==> src/rtl/count_ones_accumulator.sv <==
// count_ones_accumulator
//
// Streaming population-count accumulator. Counts the ones in each accepted
// WIDTH-bit beat, sums them across every beat of a frame (frames end at a
// beat carrying data_last), and presents one saturated total per frame on a
// valid/ready output.
//
// Ports:
//   clock          - single clock, all state updates on its rising edge
//   reset          - asynchronous, active-high reset
//   data           - input beat (WIDTH bits)
//   data_valid     - beat valid
//   data_last      - beat is the final beat of its frame (qualified by data_valid)
//   data_ready     - accumulator accepts a beat this cycle
//   total          - number of ones in the frame, saturated to all-ones
//   total_overflow - frame total exceeded 2^TOTAL_WIDTH-1
//   total_valid    - total/total_overflow are valid
//   total_ready    - downstream accepts the result
module count_ones_accumulator #(
  parameter int WIDTH            = 8,
  parameter int BEAT_COUNT_WIDTH = $clog2(WIDTH + 1),
  parameter int TOTAL_WIDTH      = 16
) (
  input  logic                   clock,
  input  logic                   reset,
  input  logic [WIDTH-1:0]       data,
  input  logic                   data_valid,
  input  logic                   data_last,
  output logic                   data_ready,
  output logic [TOTAL_WIDTH-1:0] total,
  output logic                   total_overflow,
  output logic                   total_valid,
  input  logic                   total_ready
);

  typedef enum logic [0:0] {
    ST_ACCUMULATE = 1'b0,
    ST_OUTPUT     = 1'b1
  } state_t;

  state_t                   state_r;
  state_t                   state_next_s;
  logic [TOTAL_WIDTH-1:0]   acc_r;
  logic                     sticky_r;
  logic [TOTAL_WIDTH-1:0]   total_r;
  logic                     total_overflow_r;

  logic                     beat_accept_s;
  logic                     result_accept_s;
  logic [BEAT_COUNT_WIDTH-1:0] beat_count_s;
  logic [TOTAL_WIDTH:0]     sum_s;
  logic [TOTAL_WIDTH-1:0]   sat_sum_s;
  logic                     sum_over_s;

  // Number of set bits in one beat.
  function automatic logic [BEAT_COUNT_WIDTH-1:0] popcount(input logic [WIDTH-1:0] v);
    logic [BEAT_COUNT_WIDTH-1:0] cnt;
    cnt = {BEAT_COUNT_WIDTH{1'b0}};
    for (int i = 0; i < WIDTH; i++) begin
      cnt = cnt + BEAT_COUNT_WIDTH'(v[i]);
    end
    return cnt;
  endfunction

  // Handshakes, per-beat count and the saturating sum.
  // The sum carries one extra bit so the carry-out flags overflow; since the
  // accumulator is already clamped and a beat adds at most WIDTH, that single
  // carry bit is enough to detect every overflow.
  always_comb begin
    beat_accept_s   = data_valid && (state_r == ST_ACCUMULATE);
    result_accept_s = total_ready && (state_r == ST_OUTPUT);
    beat_count_s    = popcount(data);
    sum_s           = {1'b0, acc_r} + (TOTAL_WIDTH + 1)'(beat_count_s);
    sum_over_s      = sum_s[TOTAL_WIDTH];
    if (sum_over_s) begin
      sat_sum_s = {TOTAL_WIDTH{1'b1}};
    end else begin
      sat_sum_s = sum_s[TOTAL_WIDTH-1:0];
    end
  end

  // Next-state logic and state-decoded handshake outputs.
  always_comb begin
    state_next_s = state_r;
    data_ready   = 1'b0;
    total_valid  = 1'b0;
    case (state_r)
      ST_ACCUMULATE: begin
        data_ready = 1'b1;
        if (beat_accept_s && data_last) begin
          state_next_s = ST_OUTPUT;
        end else begin
          state_next_s = ST_ACCUMULATE;
        end
      end
      ST_OUTPUT: begin
        total_valid = 1'b1;
        if (total_ready) begin
          state_next_s = ST_ACCUMULATE;
        end else begin
          state_next_s = ST_OUTPUT;
        end
      end
      default: begin
        state_next_s = ST_ACCUMULATE;
      end
    endcase
  end

  // State register.
  always_ff @(posedge clock or posedge reset) begin
    if (reset) begin
      state_r <= ST_ACCUMULATE;
    end else begin
      state_r <= state_next_s;
    end
  end

  // Accumulator, sticky overflow and the held result registers.
  // A last beat moves the final sum straight into the result registers and
  // clears the accumulator, so the next frame starts from zero.
  always_ff @(posedge clock or posedge reset) begin
    if (reset) begin
      acc_r            <= {TOTAL_WIDTH{1'b0}};
      sticky_r         <= 1'b0;
      total_r          <= {TOTAL_WIDTH{1'b0}};
      total_overflow_r <= 1'b0;
    end else if (beat_accept_s) begin
      if (data_last) begin
        total_r          <= sat_sum_s;
        total_overflow_r <= sticky_r | sum_over_s;
        acc_r            <= {TOTAL_WIDTH{1'b0}};
        sticky_r         <= 1'b0;
      end else begin
        acc_r            <= sat_sum_s;
        sticky_r         <= sticky_r | sum_over_s;
      end
    end
  end

  // result_accept_s only changes state; the held result is left as-is.
  assign total          = total_r;
  assign total_overflow = total_overflow_r;

endmodule

==> config.mk <==
export PLATFORM = sky130hd
export DESIGN_NAME = count_ones_accumulator
export DESIGN_NICKNAME = d
export VERILOG_FILES = /design/src/rtl/count_ones_accumulator.sv
export SDC_FILE = /design/constraint.sdc
export NUM_CORES = 1
export LEC_CHECK = 0
export CORE_UTILIZATION = 40
export DETAILED_ROUTE_END_ITERATION = 10
export PLACE_DENSITY = 0.71
export RECOVER_POWER = 50
export SKIP_LAST_GASP = 1
export SLEW_MARGIN = 10
export SYNTH_ARGS = -nofsm -noshare
export SYNTH_HDL_FRONTEND = slang
export SYNTH_SLANG_ARGS = --single-unit
==> constraint.sdc <==
create_clock -name clock -period 4.5 [get_ports clock]
set_clock_uncertainty 0.15 [all_clocks]
set_input_delay 0.45 -clock clock [delete_from_list [all_inputs] [get_ports clock]]
set_output_delay 0.45 -clock clock [all_outputs]
set_load 0.02 [all_outputs]
Word level (Yosys, flattened, before mapping)
Cells that the tools add are included.
{ "totals": {"regBits": 35, "inputBits": 13, "wordCells": 26, "out_inout_bits": 19} }
{ "op_classes": {"mux": 8, "n_reduce_logical": 3, "n_bitwise": 2, "add_sub_neg": 8} }
{ "op_table": {"columns": ["op", "n"], "rows": [
  ["2-to-1 mux 16 bit", 2],
  ["adder 16 x 4 -> 17 bit", 1],
  ["adder 4 x 1 -> 4 bit", 4],
  ["2-to-1 mux 1 bit", 5],
  ["adder 3 x 1 -> 4 bit", 1],
  ["adder 2 x 1 -> 3 bit", 1],
  ["adder 1 x 1 -> 2 bit", 1],
  ["logical AND 1 bit", 2],
  ["one-hot mux 1 bit (2 select lines)", 1],
  ["AND reduction 2 bit", 1],
  ["NOT 1 bit", 1],
  ["OR 1 bit", 1]
]} }

Logic depth before layout (Yosys ltp)
Gate-level depths: netlist (run 1).
{ "depth": {"depth_word": 10, "ltp_mapped": 13, "mapped_depth_nobuf": 12} }

Worst setup path before layout (run 1)
No wires, ideal clock.
{ "synth_path": {"path_kind": "input to register", "start": "input port data[0]", "end": "register total_r[3], in the netlist total[3]", "n_path_buf": 1, "slack_ns": 0.424, "arrival_time_ns": 3.801, "stages": 13, "setup_ns": 0.125, "path_cell_list": "fa_1 > inv_1 > fa_1 > fa_1 > fa_1 > inv_1 > fa_1 > a21o_1 > a21oi_1 > or3_4 > buf_6 > o21ai_0 > mux2_2"} }
{ "synth_between": {"elab_chain_cells": 9} }
{ "synth_lines": {"columns": ["element", "line", "text"], "rows": [
  ["start: declaration", "26", "input logic [WIDTH-1:0] data,"],
  ["adder 1 x 1 -> 2 bit", "60", "cnt = cnt + BEAT_COUNT_WIDTH'(v[i]);"],
  ["adder 2 x 1 -> 3 bit", "60", null],
  ["adder 3 x 1 -> 4 bit", "60", null],
  ["adder 4 x 1 -> 4 bit (4 in series)", "60", null],
  ["adder 16 x 4 -> 17 bit", "73", "sum_s = {1'b0, acc_r} + (TOTAL_WIDTH + 1)'(beat_count_s);"],
  ["2-to-1 mux 16 bit", "75", "if (sum_over_s) begin"],
  ["end signal: assignment", "126", "total_r <= {TOTAL_WIDTH{1'b0}};"],
  ["end signal: assignment", "130", "total_r <= sat_sum_s;"],
  ["end: declaration", "45", "logic [TOTAL_WIDTH-1:0] total_r;"]
]} }
No other way between the ends.
A chain may end at the register's enable or synchronous reset.

Worst setup path after layout (run 1)
{ "layout_path": {"start": "input port data[0]", "end": "register acc_r[5]"} }
{ "layout_between": {"elab_chain_cells": 10} }
{ "layout_lines": {"columns": ["element", "line", "text"], "rows": [
  ["adder 1 x 1 -> 2 bit", "60", null],
  ["adder 2 x 1 -> 3 bit", "60", null],
  ["adder 3 x 1 -> 4 bit", "60", null],
  ["adder 4 x 1 -> 4 bit (4 in series)", "60", null],
  ["adder 16 x 4 -> 17 bit", "73", null],
  ["2-to-1 mux 16 bit", "75", null],
  ["2-to-1 mux 16 bit", "129", "if (data_last) begin"],
  ["end signal: assignment", "124", "acc_r <= {TOTAL_WIDTH{1'b0}};"],
  ["end signal: assignment", "132", "acc_r <= {TOTAL_WIDTH{1'b0}};"],
  ["end signal: assignment", "135", "acc_r <= sat_sum_s;"],
  ["end: declaration", "43", "logic [TOTAL_WIDTH-1:0] acc_r;"]
]} }
No other way between the ends.

==> impl_metrics.ini, run 1 <==
[pwr]
vdd_drop_max_mv = 0.310
power_density_nw_per_um2 = 450
netSwitchingFraction_pct = 37.7
seq_power_share_pct = 37.0
total_power_mw = 1.11
internal-power_mw = 0.691
pwr-share-clk_pct = 20.7
power.switching_mw = 0.418
power_frac_comb_pct = 42.4
p_leak_nw = 1.05

[setup_path]
r2r_cells = 12
rrSetupSlack_ns = 0.93
r2r-end = acc_r[5]$_DFFE_PP0P_
crit_path_start_kind = primary input
r2r_start = acc_r[0]$_DFFE_PP0P_
critical_path_class = primary input to register
arrival_ns = 4.35
crit_fanout = 12
crit_path_end_kind = register
required_ns = 4.56

[die]
coreArea_um2 = 4750
start_util_pct = 41.7
ios = 32
die_w_um = 72.4
die_area_um2 = 5240
die_h_um = 72.4
rows = 25

[timing]
fin_crit_sh_pct = 95.2
worst_slack_ns = 0.217
worstMarginPinSlew_ns = 1.92
slew-limit-headroom_pct = -27.7
final_hold_viol_count = 0
rsz0062_at_grt = false
period_minus_slack_ns = 4.28
setup_violations = 0
slew_violations = 36
fmax_mhz = 233

[grt]
grt_pass1_wl_um = 7430
grt_max_degree = 36
track_usage_pct = 18.3
first_global_vias = 1550
gr-total-overflow = 0
grt_antenna_before_repair = 0

[job]
maxCapViolCount = 1

[hold_path]
min_from = total[1]$_DFFE_PP0P_
hold_depth = 2
hold_end = total[1]$_DFFE_PP0P_
hp-class = register to register

[cells_and_area]
area_growth_pct = 24.2
multi_input_area_um2 = 995
nets = 267
antennaDiodeCount = 0
fillers = 488
seqCellArea_um2 = 876
drive_above_1_share_pct = 9.43
design_area_um2 = 2460

[placed_design]
portBuffers = 31
pre_cts_ws_ns = -0.0414
hpwl_um = 2990
placed_area_um2 = 2370
place_congestion = 0.850

[outcome]
violations = capacitance limit, slew limit
outcome = complete, but fails checks

[route]
drt_first_iter_violations = 96
via_count = 1649
wl_per_cell_um = 14.3
ant_nets = 0
drcViolationCount = 0
viasPerCell = 5.30
first_pass_iters = 4
drt_wl_total_um = 4450

[synthesis]
yosys_warnings = 0
synth_fp_nets = 234
ys_ff_latch = 35
avgSynthCellArea_um2 = 9.44
yosysSeqAreaShare_pct = 44.2
synth_area_um2 = 1980
ys_types = 43
syn-instance-count = 210

[cts]
cts_buffer_depth = 2
cts-root-buf = clkbuf_8
h-tree-depth = 2
post_cts_buffers = 0
cts_buffers = 5
hold_buffers = 0
clock_sinks = 35
tritoncts = built
ctsResizeCount = 0
path_clk_slew_ns = 0.08
clock_latency_ns = 0.29
==> cells in the mapped netlist (all sizes together) <==
cell     number  area (µm²)
a22o          2        17.5
and2          3        18.8
xnor2        10        87.6
a41o          1        10.0
a2bb2oi       2        17.5
ha            6        75.1
a21o          4        30.0
a2111oi       1        8.76
dfrtp        35         876
and4          1        10.0
o21ai         8        40.0
o22a          1        10.0
buf           3        21.3
xor2          1        8.76
o31ai         3        22.5
clkbuf        9        33.8
fa            5         100
nor3b         1        7.51
o211ai        1        7.51
o21a          2        15.0
nor2         24        90.1
mux2          1        11.3
a21boi        2        15.0
nand2        14        55.1
nand3         3        15.0
nor2b         2        12.5
or3           2        17.5
a31o          2        17.5
inv          16        60.1
and3          1        6.26
a31oi         9        56.3
a21oi        20         104
nand4         2        12.5
a311oi        2        17.5
nor3          5        30.0
a211oi        6        45.0
==> routing by layer <==
metal	share of wire [%]	vias to the layer above	GRT usage (%)
met3	3.9	8	3.75
li1	-	800	-
met5	0	-	0
met1	51	799	26.3
met4	1.1	0	4.58
met2	44	42	28.5
==> kinds of logic after synthesis <==
kind of cell / after synthesis / synth area share, %
buffers and inverters: 28 / 5.80
multiplexers: 1 / 0.568
adder cells (fa/ha/maj): 11 / 8.83
AND/OR/NAND/NOR: 58 / 13.9
XOR/XNOR: 11 / 4.86
AO/OA/AOI/OAI: 66 / 21.9
flip-flops: 35 / 44.2
==> cell usage in the layout (no fill, tap or decap), drive strengths merged, types with 3 or more instances in the layout <==
cell / instances
dfrtp: 35
nor2: 24
clkdlybuf4s50: 21
a21oi: 20
inv: 16
nand2: 14
xnor2: 10
dlygate4sd3: 10
a31oi: 9
o21ai: 8
a211oi: 6
ha: 6
buf: 6
clkbuf: 6
fa: 5
nor3: 5
a21o: 4
nand3: 3
o31ai: 3
and2: 3
==> final cells by class <==
cell class / instances / area share, %
tap: 67 / 3.40
multi-input combinational: 147 / 40.4
timing repair buffer: 38 / 14.6
clock buffer: 5 / 2.79
sequential: 35 / 35.6
inverter: 16 / 2.44
clock inverter: 3 / 0.813
==> state kept, by name, indices dropped and copies added, names as in the netlist <==
register and cells:
sticky_r 1, acc_r 16, total 16, total_overflow 1, state_r 1
==> power groups by stage <==
| stage | logic [mW] | registers [mW] | clock network (mW) |
|---|---|---|---|
| 6_report | 0.470 | 0.410 | 0.229 |
| 5_1_grt | 0.516 | 0.416 | 0.245 |
| 4_1_cts | 0.476 | 0.412 | 0.234 |
| 3_5_place_dp | 0.473 | 0.417 | 0 |
| 3_3_place_gp | 0.455 | 0.415 | 0 |
| 2_1_floorplan | 0.255 | 0.461 | 0 |
==> worst max-delay path by stage <==
stage,startpoint,endpoint,slack [ns],depth (start not counted)
after floorplan,data[0],total[3]$_DFFE_PP0P_,0.42,13
after global placement,data[0],total[9]$_DFFE_PP0P_,0.06,14
after detailed placement,data[0],total[11]$_DFFE_PP0P_,-0.04,14
after CTS,data[0],total[11]$_DFFE_PP0P_,0.25,14
after global routing,data[0],acc_r[15]$_DFFE_PP0P_,0.01,13
final,data[0],acc_r[5]$_DFFE_PP0P_,0.22,14
==> critical path, stage by stage <==
cell	delay, ns
clkdlybuf4s50_1	0.43
fa_1	0.54
inv_1	0.05
fa_1	0.51
fa_1	0.43
fa_1	0.39
inv_1	0.08
fa_1	0.20
a21o_1	0.16
a21oi_1	0.07
buf_4	0.17
or3_4	0.45
a31oi_1	0.23
a2bb2oi_1	0.18
==> through the flow <==
| stage | hold WS [ns] | utilization, % | TNS [ns] | instances |
|---|---|---|---|---|
| floorplan | 0.305 | - | 0 | 210 |
| global placement | 0.317 | 49.9 | 0 | 303 |
| detailed placement | 0.324 | 49.9 | -0.248 | 303 |
| CTS | 0.350 | 51.8 | 0 | 311 |
| global route | 0.364 | 51.8 | 0 | 311 |
| finish | 0.340 | 51.8 | 0 | 311 |
Note: power is estimated with default switching activity, not from simulation.
==> run 2, diff against run 1 <==
- ABC_AREA: default -> 1
- PLACE_DENSITY: 0.71 -> default
- PLACE_DENSITY_LB_ADDON: default -> 0.15
==> run 2 against run 1 <==
  * The flow still finishes with violations (capacitance limit, slew limit)
  * Combinational power down 15%
  * Power down 10%
  * Sequential share of layout area fell by 0.78 points
  * Critical path type unchanged
  * Largest power group unchanged
==> impl_metrics.ini, run 2 <==
[timing]
tns_ns = 0
setup_violations = 0
period_minus_slack_ns = 4.04
slew_violations = 36
rsz0062_at_grt = false
final_hold_viol_count = 0
worstMarginPinSlew_ns = 1.88
slew-limit-headroom_pct = -25.0
fmax_mhz = 247
hold_slack_ns = 0.326
fin_crit_sh_pct = 89.8

[cts]
tritoncts = built
cts_buffer_depth = 2
clock_latency_ns = 0.28
clock_sinks = 35
hold_buffers = 0
path_clk_slew_ns = 0.07
cts-root-buf = clkbuf_8
cts_buffers = 5
post_cts_buffers = 0
ctsResizeCount = 0
h-tree-depth = 2

[setup_path]
arrival_ns = 4.09
cp_cell_sequence = clkdlybuf4s50_1 > fa_1 > inv_1 > fa_1 > fa_1 > fa_1 > inv_1 > fa_1 > nand3_2 > nand2_2 > nand2_4 > nor2_4 > nand2_2 > nand3_1 > nand2_1 > o21ai_0
cp_num_buf_inv = 3
rrSetupSlack_ns = 1.18
crit_path_end_kind = register
crit_path_frequent_cell = fa_1
slowest_delay_ns = 0.53
required_ns = 4.55
r2r_start = acc_r[0]$_DFFE_PP0P_
r2r_cells = 14
r2r-end = acc_r[7]$_DFFE_PP0P_
cp_top_family = adder cells
crit_fanout = 15
cp_slowest_cell = fa_1
critical_path_class = primary input to register
crit_path_start_kind = primary input

[route]
drt_first_iter_violations = 132
routed.top_layer = met4
met2WireLength_um = 1970
first_pass_iters = 4
met3_length_um = 168
ant_nets = 0
viasPerCell = 4.76
wl_met1_um = 2250
drcViolationCount = 0
via_count = 1790
wl_per_cell_um = 11.8
drt_wl_total_um = 4430

[pwr]
power_frac_comb_pct = 40.1
internal-power_mw = 0.621
p_leak_nw = 1.37
pwr-share-clk_pct = 22.0
power_density_nw_per_um2 = 397
vdd_drop_max_mv = 0.189
seq_power_share_pct = 37.8
power.switching_mw = 0.377
netSwitchingFraction_pct = 37.8
total_power_mw = 0.998

[die]
die_h_um = 73.9
ios = 32
coreArea_um2 = 4850
start_util_pct = 42.7
die_w_um = 73.9
rows = 25
die_area_um2 = 5470

[cells_and_area]
fillers = 496
area_growth_pct = 21.6
antennaDiodeCount = 0
drive_above_1_share_pct = 7.77
multi_input_area_um2 = 1040
seqCellArea_um2 = 876
design_area_um2 = 2520
final_cell_mix = nand2_1 (128), dfrtp_1 (35), inv_1 (31)
final_common_cell = nand2_1
nets = 332

[synthesis]
synth_edf_count = 0
synth_area_um2 = 2070
synth_area_leaders = dfrtp_1 (42%), nand2_1 (23%), inv_1 (5.6%), fa_1 (4.8%), nand3_1 (3.9%)
ys.flop_type = dfrtp_1
ys_ff_latch = 35
yosys.area.top_type = dfrtp_1
yosysSeqAreaShare_pct = 42.3
avgSynthCellArea_um2 = 7.53
yosys_warnings = 0
syn-instance-count = 275
synth_fp_nets = 299
synth_top_area_share_pct = 42.3
synth.top_cells.by_count = nand2_1 (128), dfrtp_1 (35), inv_1 (31)
ys_types = 24
async_reset_ff_share_pct = 100
post-synth-top-count-cell = nand2_1

[outcome]
outcome = complete, but fails checks
violations = capacitance limit, slew limit

[placed_design]
place_congestion = 0.860
portBuffers = 31
hpwl_um = 3270
placed_area_um2 = 2440

[grt]
first_global_vias = 1694
track_usage_pct = 18.9
grt_max_degree = 36
grt_antenna_before_repair = 0
grt_pass1_wl_um = 7870
gr-total-overflow = 0

[job]
maxCapViolCount = 1

[hold_path]
hold_end = total[13]$_DFFE_PP0P_
min_from = total[13]$_DFFE_PP0P_
hold_depth = 2
hp-class = register to register
run 2: worst max-delay path by stage:
stage            start                    end  slack (ns)  cells past startpoint
2_1_floorplan  data[0]  acc_r[11]$_DFFE_PP0P_        0.92                     16
3_3_place_gp   data[0]   acc_r[6]$_DFFE_PP0P_        0.21                     16
3_5_place_dp   data[0]   acc_r[7]$_DFFE_PP0P_        0.13                     16
4_1_cts        data[0]   acc_r[7]$_DFFE_PP0P_        0.43                     16
5_1_grt        data[0]   acc_r[7]$_DFFE_PP0P_        0.24                     16
6_report       data[0]   acc_r[7]$_DFFE_PP0P_        0.46                     16
run 2: final cells by class:
| class | count | share of cell area, % |
|---|---|---|
| sequential | 35 | 34.8 |
| clock inverter | 3 | 0.596 |
| tap | 67 | 3.33 |
| clock buffer | 5 | 2.73 |
| timing repair buffer | 32 | 12.5 |
| inverter | 32 | 4.77 |
| multi-input combinational | 202 | 41.3 |
run 2: kinds of logic (layout without fill, tap and decap cells):
logic type	count (synthesis)	after routing	share of synthesized area [%]
simple gates	174	174	37.1
buf+inv	38	72	7.44
flops	35	35	42.3
compound gates	14	14	3.39
fa+ha+maj	11	11	8.46
xor+xnor	3	3	1.27
run 2: metrics by stage:
step	setup WS [ns]	util, %	cells
3_5_place_dp	0.131	50.3	368
2_1_floorplan	0.920	-	275
3_3_place_gp	0.213	50.3	368
5_1_grt	0.244	51.9	376
6_report	0.460	51.9	376
4_1_cts	0.431	52.0	376
run 2: per-layer routing:
metal / track usage, % / up-vias
met5: 0 / -
met4: 4.49 / 0
met3: 3.66 / 4
met2: 29.2 / 33
met1: 27.3 / 843
li1: - / 910
run 2: worst register-to-register path, stage by stage (launching register included):
cell and delay (ns):
dfrtp_1 0.36, inv_1 0.11, fa_1 0.44, fa_1 0.46, fa_1 0.36, inv_1 0.11, fa_1 0.23, nand3_2 0.10
nand2_2 0.13, nand2_4 0.08, nor2_4 0.11, nand2_2 0.24, nand3_1 0.19, nand2_1 0.06, o21ai_0 0.12
run 2: power groups by stage:
stage	Combinational (mW)	Sequential, mW	Clock [mW]
2_1_floorplan	0.255	0.411	0
3_3_place_gp	0.400	0.385	0
3_5_place_dp	0.402	0.385	0
5_1_grt	0.455	0.383	0.243
4_1_cts	0.406	0.379	0.226
6_report	0.401	0.378	0.220
